$ cat src/rtl/jk_down_cnt.sv
// jk_down_cnt: presettable synchronous down counter / programmable divider.
// A preset N is accepted through a valid/ready handshake while idle. The
// counter then steps N..1 on enabled clocks and emits a registered one-cycle
// tc pulse on the clock that follows the edge which consumed q==1. With
// AUTO_RELOAD set it reloads N and keeps running (divide-by-N); otherwise it
// returns to IDLE with q=0 (one-shot timer).
// The decrement uses the JK toggle form: bit i toggles when every lower bit
// is 0, which mirrors the toggle-chain up counter this block pairs with.

module jk_down_cnt #(
  parameter int WIDTH       = 4,
  parameter int AUTO_RELOAD = 1
) (
  input  logic             clk,
  input  logic             rst,
  input  logic             en,
  input  logic             stop,
  input  logic             load_valid,
  input  logic [WIDTH-1:0] load_val,
  output logic             load_ready,
  output logic [WIDTH-1:0] q,
  output logic             busy,
  output logic             tc
);

  localparam logic ST_IDLE = 1'b0;
  localparam logic ST_RUN  = 1'b1;

  logic             state;
  logic [WIDTH-1:0] reload;
  logic [WIDTH-1:0] q_dec;
  logic             zero_below;
  logic             q_is_one;
  logic             load_zero;

  // Toggle-chain decrement: a running "all lower bits are zero" flag
  // decides which bits flip, so no adder or subtractor is inferred.
  always_comb begin
    q_dec      = '0;
    zero_below = 1'b1;
    for (int i = 0; i < WIDTH; i++) begin
      q_dec[i]   = q[i] ^ zero_below;
      zero_below = zero_below & ~q[i];
    end
  end

  assign q_is_one   = (q == WIDTH'(1));
  assign load_zero  = (load_val == '0);
  assign load_ready = (state == ST_IDLE);
  assign busy       = (state == ST_RUN);

  // Main sequencer: handshake-driven load while idle; in RUN, stop beats
  // the enable gate, which beats counting and terminal-count handling.
  always_ff @(posedge clk or posedge rst) begin
    if (rst) begin
      state  <= ST_IDLE;
      q      <= '0;
      reload <= '0;
      tc     <= 1'b0;
    end else begin
      case (state)
        ST_IDLE: begin
          tc <= 1'b0;
          if (load_valid) begin
            if (load_zero) begin
              q  <= '0;
              tc <= 1'b1;
            end else begin
              q      <= load_val;
              reload <= load_val;
              state  <= ST_RUN;
            end
          end
        end
        ST_RUN: begin
          tc <= 1'b0;
          if (stop) begin
            state <= ST_IDLE;
          end else if (en) begin
            if (q_is_one) begin
              tc <= 1'b1;
              if (AUTO_RELOAD != 0) begin
                q <= reload;
              end else begin
                q     <= '0;
                state <= ST_IDLE;
              end
            end else begin
              q <= q_dec;
            end
          end
        end
        default: begin
          state <= ST_IDLE;
          tc    <= 1'b0;
        end
      endcase
    end
  end

endmodule
$ cat config.mk
export PLATFORM = sky130hd
export DESIGN_NAME = jk_down_cnt
export DESIGN_NICKNAME = d
export VERILOG_FILES = /design/src/rtl/jk_down_cnt.sv
export SDC_FILE = /design/constraint.sdc
export NUM_CORES = 1
export LEC_CHECK = 0
export CORE_UTILIZATION = 40
export DETAILED_ROUTE_END_ITERATION = 8
export PLACE_DENSITY = 0.77
export SYNTH_ARGS = -nofsm -noshare
export SYNTH_HDL_FRONTEND = slang
export SYNTH_SLANG_ARGS = --single-unit
$ cat constraint.sdc
create_clock -name clk -period 2.3 [get_ports clk]
set_clock_uncertainty 0.15 [all_clocks]
set_input_delay 0.46 -clock clk [delete_from_list [all_inputs] [get_ports clk]]
set_output_delay 0.46 -clock clk [all_outputs]
set_load 0.01 [all_outputs]
# After elaboration in Yosys (flattened, before gate mapping)
# Index checks and enable logic that the tools add are counted.
dict set report classes {
  n_eq_ne 4
  bitwise_logic 10
  muxes 16
  n_reduce_logical 3
}
# op n
set ops {}
lappend ops {{two-way mux 4 bit} 5}
lappend ops {{two-way mux 1 bit} 8}
lappend ops {{one-hot mux 4 bit (2 select lines)} 1}
lappend ops {{!= test 2 bit (second input constant)} 3}
lappend ops {{AND reduction 3 bit} 2}
lappend ops {{inverter 1 bit} 5}
lappend ops {{== test 4 x 1 -> 1 bit (second input constant)} 1}
lappend ops {{zero test 4 bit} 1}
lappend ops {{one-hot mux 1 bit (2 select lines)} 2}
lappend ops {{bitwise XOR 1 bit} 3}
lappend ops {{bitwise AND 1 bit} 2}
dict set report word_totals {
  ff_bits 10
  inputBits 9
  wordCells 37
}

# Logic depth before layout (Yosys ltp)
dict set report logic_depth {
  depth_word 8
  depth_mapped 6
  ltp_nobuf 6
}

# Worst setup path before layout
# No wires, ideal clock.
dict set report synth_path {
  path_type {flip-flop to flip-flop}
  start {register q[1]}
  end {register q[0]}
  setup_slack_ns 0.614
  period_less_slack_ns 1.686
  stages_incl_launch_ff 6
  n_path_buf 0
  arrival_time_ns 1.433
  path_cell_list {dfrtp_1 inv_1 ha_1 or3b_4 mux2i_1 a221oi_1}
}
dict set report synth_via {
  elab_chain_cells 5
}
# item line
set synth_rtl {}
lappend synth_rtl {{start: declaration} 21} ;# output logic [WIDTH-1:0] q,
lappend synth_rtl {{start signal: assignment} 69} ;# q <= load_val;
lappend synth_rtl {{start signal: assignment} 83} ;# q <= reload;
lappend synth_rtl {{start signal: assignment} 89} ;# q <= q_dec;
lappend synth_rtl {{== test 4 x 1 -> 1 bit} 47} ;# assign q_is_one = (q == WIDTH'(1));
lappend synth_rtl {{two-way mux 4 bit} 80} ;# if (q_is_one) begin
lappend synth_rtl {{two-way mux 4 bit} 79} ;# end else if (en) begin
lappend synth_rtl {{two-way mux 4 bit} 77} ;# if (stop) begin
lappend synth_rtl {{one-hot mux 4 bit (2 select lines)} 61} ;# case (state)
# Every way passes these cells. The select of a mux whose other input is x is not followed.
# A chain may end at the register's enable or synchronous reset.

# Worst setup path after layout
dict set report layout_path {
  start {register state, in the netlist busy}
  end {output load_ready}
}
dict set report layout_via {
  elab_chain_cells 1
}
# item line
set layout_rtl {}
lappend layout_rtl {{start: declaration} 29} ;# logic state;
lappend layout_rtl {{start signal: assignment} 56} ;# state <= ST_IDLE;
lappend layout_rtl {{start signal: assignment} 71} ;# state <= ST_RUN;
lappend layout_rtl {{start signal: assignment} 78} ;# state <= ST_IDLE;
lappend layout_rtl {{inverter 1 bit (no source line)} n/a}
lappend layout_rtl {{end: declaration} 20} ;# output logic load_ready,
# Every way passes these cells.

==> impl_metrics.toml <==
[sta]
timing.final.hold_violations = 0
tightestPinTransition_ns = 0.389
finalMaxSlewViolations = 0
min_period_ns = 1.98
layout_worst_path_cycle_share_pct = 86.2
rsz0062_at_grt = "no"
hold_ws_ns = 0.319
slew_headroom_pct = 74.0
max_freq_ghz = 0.504
final-setup-viol-count = 0
setup_total_negative_slack_ns = 0

[die]
initial_utilization_pct = 43.6
die_width_um = 40.1
rows = 13
io_pins = 16
core_region_area_um2 = 1330
die_height_um = 40.1
design.die.area_um2 = 1610

[drt]
detail_route.vias_per_cell = 5.36
detail_route.wirelength_mm = 1.14
via_count = 461
detail_route.first_pass.iterations = 3
drc_errors = 0
drtIter0Drc = 14
routed_wire_length_per_instance_um = 13.2
drt.antenna.violating_nets = 0

[global_routing]
grt_overflow = 0
grt_first_pass_wirelength_mm = 1.70
maximum_number_of_pins_on_one_net_before_global_route_repair = 11
grt_antenna_before_repair = 0
grt_use_total_pct = 16.8
vias_in_the_first_global_route = 408

[clock_network]
cts_htree_levels = 1
cts_root_buffer = "sky130_fd_sc_hd__clkbuf_4"
numClockSinks = 10
cts.path.max_buffers = 2
cts.repair.resized = 0
worst_setup_hold_path_clk_slew_ns = 0.06
clk_latency_ns = 0.27
cts_hold_repair.buffers = 0
total_clock_buffers_created_by_cts = 3
cts_tree = "done"
post_cts_setup_bufs = 0

[setup_path]
timing.setup.critical_path_class = "flip-flop to primary output"
timing.critical_path.required_ns = 1.69
worstPathArrival_ns = 1.37
nature_of_the_critical_path_endpoint = "primary output"
path_max_fanout = 7
cp_launch_type = "flip-flop"

[logic_synthesis]
yosys-top-cells-area = "sky130_fd_sc_hd__dfrtp_1, sky130_fd_sc_hd__ha_1, sky130_fd_sc_hd__inv_1"
async_reset_ff_share_pct = 100
synthCells = 53
post_synth_most_frequent_cells = "sky130_fd_sc_hd__dfrtp_1, sky130_fd_sc_hd__inv_1, sky130_fd_sc_hd__ha_1, sky130_fd_sc_hd__nor2_1"
syn_area_per_cell_um2 = 11.0
synthesis.yosys.warnings = 0
synthesis.nets = 65
synth_enable_flop_cells = 0
synth_area_um2 = 582
yosys.cell_types.count = 27
ys_seq_elements = 10
synth.yosys.seq_area_share_pct = 43.0
post-synth-top-area-cell = "sky130_fd_sc_hd__dfrtp_1"
portion_of_synthesized_cell_area_occupied_by_the_leading_cell_type_pct = 43.0
post-synth-top-count-cell = "sky130_fd_sc_hd__dfrtp_1"
ys_dominant_reg_cell = "sky130_fd_sc_hd__dfrtp_1"

[placed_design]
postPlaceCellArea_um2 = 736
hpwl_um = 900
gpl.final_weighted_congestion = 0.751
buffers_added_on_ports = 15

[status]
outcome = "completed"

[layout]
num-fill-cells = 111
final_net_count = 84
final_layout_size_suffix_gt1_share_pct = 16.9
antennaDiodeCount = 0
layout.area.seq_um2 = 250
finish.instance_area_um2 = 772
postLayoutCoreUtil_pct = 57.9
multi_input_comb_area_um2 = 279
areaGrowthSynthToFinish_pct = 32.7

[power]
worst_ir_drop_vdd_uv = 454
total_leakage_power_uw = 0.000368
p_per_area_nw_per_um2 = 923

[worst_hold_path]
hold_path.class = "primary input to async pin"

[run]
max_cap_violations = 0
placed cells by master (no fill, tap or decap), drive strengths merged:
cell	count
a21o	2
a221o	2
a221oi	1
a22o	2
a32oi	2
and2	2
and3	1
and3b	1
buf	1
clkbuf	4
clkdlybuf4s50	15
dfrtp	10
ha	3
inv	8
mux2	1
mux2i	1
nand2	1
nand2b	1
nor2	4
nor2b	1
nor3	1
o21ai	1
o22ai	1
o311a	1
o32ai	1
or3	1
or3b	1
or4	1
cell families after synthesis:
group / Yosys count / share of synthesized area, %
adder cells (fa/ha/maj): 3 / 6.45
multiplexers: 2 / 3.66
buffers and inverters: 10 / 9.03
AO/OA/AOI/OAI: 13 / 20.0
AND/OR/NAND/NOR: 15 / 17.9
flip-flops: 10 / 43.0
metal layers:
layer / routed length (um) / track usage, % / vias up
met2: 523 / 25.0 / 11
met4: 29 / 10.3 / 0
li1: - / - / 228
met3: 46 / 5.00 / 4
met1: 537 / 21.0 / 218
met5: 0 / 0 / -
registers in the layout, summed over array words and instances, names as in the netlist:
name / flops
q: 4
reload: 4
busy: 1
tc: 1
power breakdown:
part / leakage [uW] / internal [uW] / switching (uW)
logic: 0.000225 / 166 / 121
registers: 0.000122 / 221 / 47.8
clock network: 0.0000210 / 96.2 / 60.9
total: 0.000368 / 483 / 229
critical path, stage by stage (launching register included):
cell	delay (ns)
sky130_fd_sc_hd__dfrtp_1	0.45
sky130_fd_sc_hd__inv_1	0.12
sky130_fd_sc_hd__clkdlybuf4s50_1	0.54
final cells by class:
class                   instances  area share (%)
multi-input cells              33            36.1
repair buffers                 16            20.4
inverters                       8            3.89
well taps                      15            2.43
flip-flops and latches         10            32.4
clock buffers                   4            4.70
through the flow:
| stage | power [uW] | std cells | setup slack (ns) |
|---|---|---|---|
| 6_report | 713 | 86 | 0.318 |
| 5_1_grt | 764 | 86 | 0.242 |
| 4_1_cts | 717 | 86 | 0.309 |
| 3_5_place_dp | 558 | 82 | 0.308 |
| 3_3_place_gp | 551 | 82 | 0.323 |
| 2_1_floorplan | 444 | 53 | 0.614 |
final timing paths:
path / start / to / slack, ns / cells after the start
min in group clk: reload[2] / reload[2] / 0.34 / 1
max reg2reg: q[1] / q[0] / 0.56 / 5
max in group asynchronous: rst / q[1] / 1.41 / 2
min reg2reg: reload[2] / reload[2] / 0.34 / 1
min: rst / busy / 0.32 / 2
max: busy / load_ready / 0.32 / 2
Power figures use the tool's default switching activity.
